--- src/rtl/td4n_core.sv ---
// TD4-class CPU core with A/B registers, carry flag, PC and in/out ports.
// It has a writable program memory, run/stop/single-step control, HLT and an output-valid strobe.
module td4n_core #(
  parameter int unsigned DATA_W = 4,
  parameter int unsigned ADDR_W = 4
) (
  input  logic              clock,
  input  logic              reset,
  input  logic              start,
  input  logic              stop,
  input  logic              step,
  input  logic              prog_we,
  input  logic [ADDR_W-1:0] prog_addr,
  input  logic [DATA_W+3:0] prog_data,
  input  logic [DATA_W-1:0] in_port,
  output logic [DATA_W-1:0] out_port,
  output logic              out_valid,
  output logic [ADDR_W-1:0] pc,
  output logic              cflag,
  output logic [1:0]        state
);

  localparam int unsigned Depth = 2 ** ADDR_W;

  typedef enum logic [1:0] {
    StStop   = 2'b00,
    StRun    = 2'b01,
    StHalted = 2'b10
  } state_e;

  state_e            state_q;
  logic [DATA_W-1:0] a_q, b_q, out_q;
  logic [ADDR_W-1:0] pc_q;
  logic              cflag_q, out_valid_q;

  logic [DATA_W+3:0] mem [Depth];

  logic [DATA_W+3:0] instr;
  logic [3:0]        op;
  logic [DATA_W-1:0] imm;
  logic [DATA_W-1:0] src;
  logic [DATA_W:0]   sum;
  logic [ADDR_W-1:0] pc_next;
  logic              wr_a, wr_b, is_out, is_hlt, is_nop, jump, exec;

  always_comb begin
    instr  = mem[pc_q];
    op     = instr[3:0];
    imm    = instr[DATA_W+3:4];
    src    = '0;
    wr_a   = 1'b0;
    wr_b   = 1'b0;
    is_out = 1'b0;
    is_hlt = 1'b0;
    is_nop = 1'b0;
    jump   = 1'b0;
    case (op)
      4'b0000: begin src = a_q;     wr_a = 1'b1; end
      4'b0101: begin src = b_q;     wr_b = 1'b1; end
      4'b0011: wr_a = 1'b1;
      4'b0111: wr_b = 1'b1;
      4'b0001: begin src = b_q;     wr_a = 1'b1; end
      4'b0100: begin src = a_q;     wr_b = 1'b1; end
      4'b0010: begin src = in_port; wr_a = 1'b1; end
      4'b0110: begin src = in_port; wr_b = 1'b1; end
      4'b1001: begin src = b_q;     is_out = 1'b1; end
      4'b1011: is_out = 1'b1;
      4'b1111: jump = 1'b1;
      4'b1110: jump = ~cflag_q;
      4'b1000: is_hlt = 1'b1;
      default: is_nop = 1'b1;
    endcase
    sum     = {1'b0, src} + {1'b0, imm};
    pc_next = jump ? imm[ADDR_W-1:0] : pc_q + ADDR_W'(1);
    // start takes priority over step while stopped
    exec    = ((state_q == StRun) && !stop) || ((state_q == StStop) && step && !start);
  end

  always_ff @(posedge clock) begin
    if (reset) begin
      state_q     <= StStop;
      a_q         <= '0;
      b_q         <= '0;
      cflag_q     <= 1'b0;
      pc_q        <= '0;
      out_q       <= '0;
      out_valid_q <= 1'b0;
    end else begin
      out_valid_q <= 1'b0;
      if (exec) begin
        pc_q <= pc_next;
        if (wr_a) a_q <= sum[DATA_W-1:0];
        if (wr_b) b_q <= sum[DATA_W-1:0];
        if (is_out) begin
          out_q       <= sum[DATA_W-1:0];
          out_valid_q <= 1'b1;
        end
        if (is_nop) cflag_q <= 1'b0;
        else if (!is_hlt) cflag_q <= sum[DATA_W];
      end
      case (state_q)
        StRun: begin
          if (stop) state_q <= StStop;
          else if (is_hlt) state_q <= StHalted;
        end
        StStop: begin
          if (start) state_q <= StRun;
          else if (step && is_hlt) state_q <= StHalted;
        end
        StHalted: begin
          if (start) state_q <= StRun;
        end
        default: state_q <= StStop;
      endcase
    end
  end

  // Memory survives reset; writes are locked out while running.
  always_ff @(posedge clock) begin
    if (prog_we && (state_q != StRun)) mem[prog_addr] <= prog_data;
  end

  assign out_port  = out_q;
  assign out_valid = out_valid_q;
  assign pc        = pc_q;
  assign cflag     = cflag_q;
  assign state     = state_q;

endmodule

--- config.mk ---
export PLATFORM = sky130hd
export DESIGN_NAME = td4n_core
export DESIGN_NICKNAME = d
export VERILOG_FILES = /design/src/rtl/td4n_core.sv
export SDC_FILE = /design/constraint.sdc
export NUM_CORES = 1
export LEC_CHECK = 0
export BUFFER_PORTS_ARGS = -buffer_cell sky130_fd_sc_hd__buf_4
export CORE_AREA = 2 2 129 131
export CTS_CLUSTER_DIAMETER = 100
export DETAILED_ROUTE_END_ITERATION = 16
export DIE_AREA = 0 0 131 133
export GPL_TIMING_DRIVEN = 0
export PLACE_DENSITY_LB_ADDON = 0.05
export SKIP_CTS_REPAIR_TIMING = 1
export SYNTH_ARGS = -nofsm -noshare
export SYNTH_HDL_FRONTEND = slang
export SYNTH_SLANG_ARGS = --single-unit
--- constraint.sdc ---
create_clock -name clock -period 5.95 [get_ports clock]
set_input_delay 0.2975 -clock clock [delete_from_list [all_inputs] [get_ports clock]]
set_output_delay 0.2975 -clock clock [all_outputs]
set_load 0.02 [all_outputs]
[After elaboration in Yosys (flattened, before gate mapping)]
Memories as Yosys holds them, arrays and structs flattened. A register that Yosys moved wholly into a read port is not among the register bits.
Cells that the tools add are included.
Operators by class
  add/subtract/negate cells: 2
  $mul: 0
  div/mod/pow operators: 0
  magnitude comparators: 0
  equal/unequal tests: 19
  shift operators: 0
  muxes and demuxes: 20
  bitwise logic cells: 2
  reductions and logical operators: 23
Operators by type and width (number)
  $eq A4 B4 Y1 const B: 5
  $eq A4 B3 Y1 const B: 4
  $reduce_or A13 Y1: 1
  $mux W4: 3
  $pmux W4 S3: 1
  $mux W2: 5
  $mux W1: 9
  $eq A4 B2 Y1 const B: 2
  $reduce_and A2 Y1: 4
  $reduce_or A2 Y1: 4
  $reduce_or A4 Y1: 2
  $pmux W2 S3: 1
  $add A4 B4 Y5: 1
  $logic_and A1 B1 Y1: 5
  $add A4 B1 Y4 const B: 1
  $eq A4 B1 Y1 const B: 1
  $logic_not A4 Y1: 1
  $ne A2 B2 Y1 const B: 2
  $ne A3 B2 Y1 const B: 1
  $ne A3 B3 Y1 const B: 1
  $reduce_and A3 Y1: 1
  $reduce_or A3 Y1: 1
  $eq A2 B1 Y1 const B: 1
  $eq A2 B2 Y1 const B: 1
  6 further kinds: 8
Word-level totals
  register bits after elaboration: 20
  bits in latches: 0
  RAM bits: 128
  ROM bits: 0
  bits of input ports: 22
  output and inout bits: 12
  word-level logic and storage cells: 74
  memories kept: 1
Memory list
  mem: words 16, width 8, rd ports 1, clocked after Yosys merged registers in 1, wr ports 1, line 36  | logic [DATA_W+3:0] mem [Depth];

[Depth between registers and ports, before layout]
  depth after elaboration: 6
  gate-level depth with buffers: 15
  mapped depth without buffers: 12

[Least setup slack after synthesis]
OpenSTA, ideal clock, no wires.
  kind: reg2reg
  start: register with a tool-made name
  end: register b_q[3]
  setup time: 129 ps
  data arrival time: 2910 ps
  path slack: 2911 ps
  stages on the path, launching flop included: 16
  path buffers: 3
  cell sequence: dfxtp_1 -> buf_6 -> buf_12 -> buf_12 -> mux2i_1 -> mux4_2 -> mux2i_4 -> inv_1 -> a211oi_2 -> o2bb2ai_1 -> ha_1 -> a21o_1 -> a21oi_1 -> xnor2_1 -> mux2i_1 -> nor2_1
RTL lines
  end signal, assigned: line 93  | if (wr_b) b_q <= sum[DATA_W-1:0];
  end, declared: line 32  | logic [DATA_W-1:0] a_q, b_q, out_q;

==> flow_summary.toml <==
[worst_setup_path]
crit_path_max_fanout = 10
slowest_stage = "buf_1"
critPathTopFamily = "multiplexers"
worst_path_largest_cell_delay_ps = 560
crit_buf_inv = 2
critPathRequiredTime_ps = 6230
critical_path_class = "register to register"
cp.arrival_ps = 4020
crit_path_cell_trace = "buf_2, buf_1, mux4_2, mux4_2, ha_1, fa_1, a21o_1, a21oi_1, a211o_1, a21oi_1"
cp-end-kind = "register"
cp-start-kind = "register"

[cells_and_area]
final_util = 0.462
syn_to_final_growth_pct = 18.4
insertedDiodeCount = 0
fill_cells = 1405
multi_input_area_sq_mm = 0.00189
layout.nets = 423
drive_above_1_share = 0.277
seqCellArea_sq_mm = 0.00432
mostFrequentLayoutCell = "edfxtp_1"
final_cell_mix = "128 x edfxtp_1, 35 x buf_4, 33 x nor2_1"

[clock_tree]
clockRootBuffer = "clkbuf_16"
htree_num_levels = 4
numCtsBuffers = 17
clock_path_buffers = 2
clk_latency_ps = 420
cts_tree = "done"
cts.clk_slew.worst_paths_ps = 60
clkSinkCount = 152

[route]
vias = 3248
final_antenna_net_count = 0
drtIter0Drc = 210
drt-pass1-iter-count = 4
wl_per_cell_microns = 21.4
drc_errors = 0
totalWireLength_microns = 13500
viasPerCell = 5.17

[yosys]
avgSynthCellArea_sq_um = 18.4
synth_cell_types = 56
async_flop_share = 0
netlist_instances = 342
yosys_register_bits = 152
synth-seq-area-share = 0.686
syn-cell-area_sq_mm = 0.00631
ys_warn_count = 0
synth_edf_count = 128
syn_nets = 370
synth_ff_type = "edfxtp_1"

[floorplanning]
die_area_sq_mm = 0.0174
io_pins = 34
std_cell_rows = 47
start_util = 0.390
die_width_microns = 131
core_sq_mm = 0.0162
die_h_microns = 133

[sta]
period_needed_ps = 3730
hold_viol = 0
fmaxAchievable_mhz = 268
setup_viol_count_final = 0
tns_ps = 0
finalCritPeriodShare = 0.627
slew_viol_final = 0
tightest_slew_ps = 972
skew_ps = 8.94
max_slew_margin = 0.349
rsz0062_at_grt = "false"

[grt]
grt_pass1_wl_microns = 20400
first_global_vias = 3333
grt_max_degree = 17
antenna_found_initial = 0
grt_usage = 0.168
gr-total-overflow = 0

[power]
peakVddDrop_uv = 200
leakage_nw = 2.53
powerDensity_mw_per_mm2 = 366

[run]
drv_cap = 0

[min_path]
worstHoldPathType = "primary input to register"

[placement]
dpl.hpwl_microns = 9100
port_buffers = 33
place.gp.congestion = 0.714

[status]
status = "complete, no violations"
## tightest hold or removal path, cell delays in order
cell and delay, ps:
buf_4 80, o21a_1 110, nor3_1 40
## kinds of logic (layout without fill, tap and decap cells)
family,after synthesis,after routing,share of synthesized area
AND/OR/NAND/NOR,83,83,0.0722
AO/OA/AOI/OAI,25,25,0.0331
XOR/XNOR,2,2,0.00278
multiplexers,59,59,0.175
adder cells (fa/ha/maj),6,6,0.0131
flip-flops,152,152,0.686
buffers and inverters,15,81,0.0185
## cell type report
class | instances | area share
Clock inverter | 15 | 0.0240
Multi-Input combinational cell | 175 | 0.253
Timing Repair Buffer | 34 | 0.0347
Inverter | 2 | 0.00101
Clock buffer | 17 | 0.0570
Tap cell | 220 | 0.0369
Sequential cell | 152 | 0.579
Buffer | 13 | 0.0146
## worst paths after layout
check | slack (ps) | from | cells past startpoint | to
worst max register to register | 2220 | register | 10 | cflag$_SDFFE_PP0P_
worst min register to register | 490 | b_q[0]$_SDFFE_PP0P_ | 2 | b_q[0]$_SDFFE_PP0P_
worst max-delay path | 2220 | register | 10 | cflag$_SDFFE_PP0P_
worst min-delay path | 160 | stop | 3 | state[1]$_SDFFE_PP0P_
## per-stage QoR
step                setup WS, ps  total power [mW]  hold WS [ps]  instance area (sq um)  std cells
detailed placement          2160              1.68           486                   6860        596
global placement            2150              1.67           472                   6830        595
CTS                         2150              2.77           135                   7460        628
finish                      2220              2.73           157                   7460        628
floorplan                   2910              1.54           396                   6310        342
global route                1950              2.85           161                   7460        628
## power by group
group / switching [mW] / internal [mW]
logic: 0.249 / 0.196
clock network: 0.431 / 0.660
registers: 0.0170 / 1.18
total: 0.696 / 2.04
## cell usage after synthesis (all sizes together), types with 3 or more instances
cell,instances,share of area
nand2,13,0.0077
nand4,3,0.0063
nor2,33,0.020
nor3,8,0.0081
edfxtp,128,0.61
clkbuf,3,0.0020
a21oi,5,0.0040
mux4,35,0.13
nand2b,3,0.0030
a22oi,3,0.0065
nand4b,3,0.0052
mux2i,24,0.041
nand3,7,0.0083
nor2b,4,0.0040
dfxtp,24,0.076
buf,10,0.015
o2bb2ai,4,0.0056
ha,5,0.0099
## registers in the layout (all words and copies together), names as in the netlist, named ones only
name / cells
a_q: 4
out_port: 4
cflag: 1
out_valid: 1
pc: 4
mem: 128
b_q: 4
state: 2
## per-layer routing
layer	up-vias	wire (microns)	global-route usage	share of wire
met1	1671	6220	0.227	0.46
li1	1499	-	-	-
met3	12	436	0.0425	0.032
met5	-	0	0	0
met4	0	126	0.0567	0.0094
met2	66	6670	0.265	0.50
(Power assumes the default switching activity.)
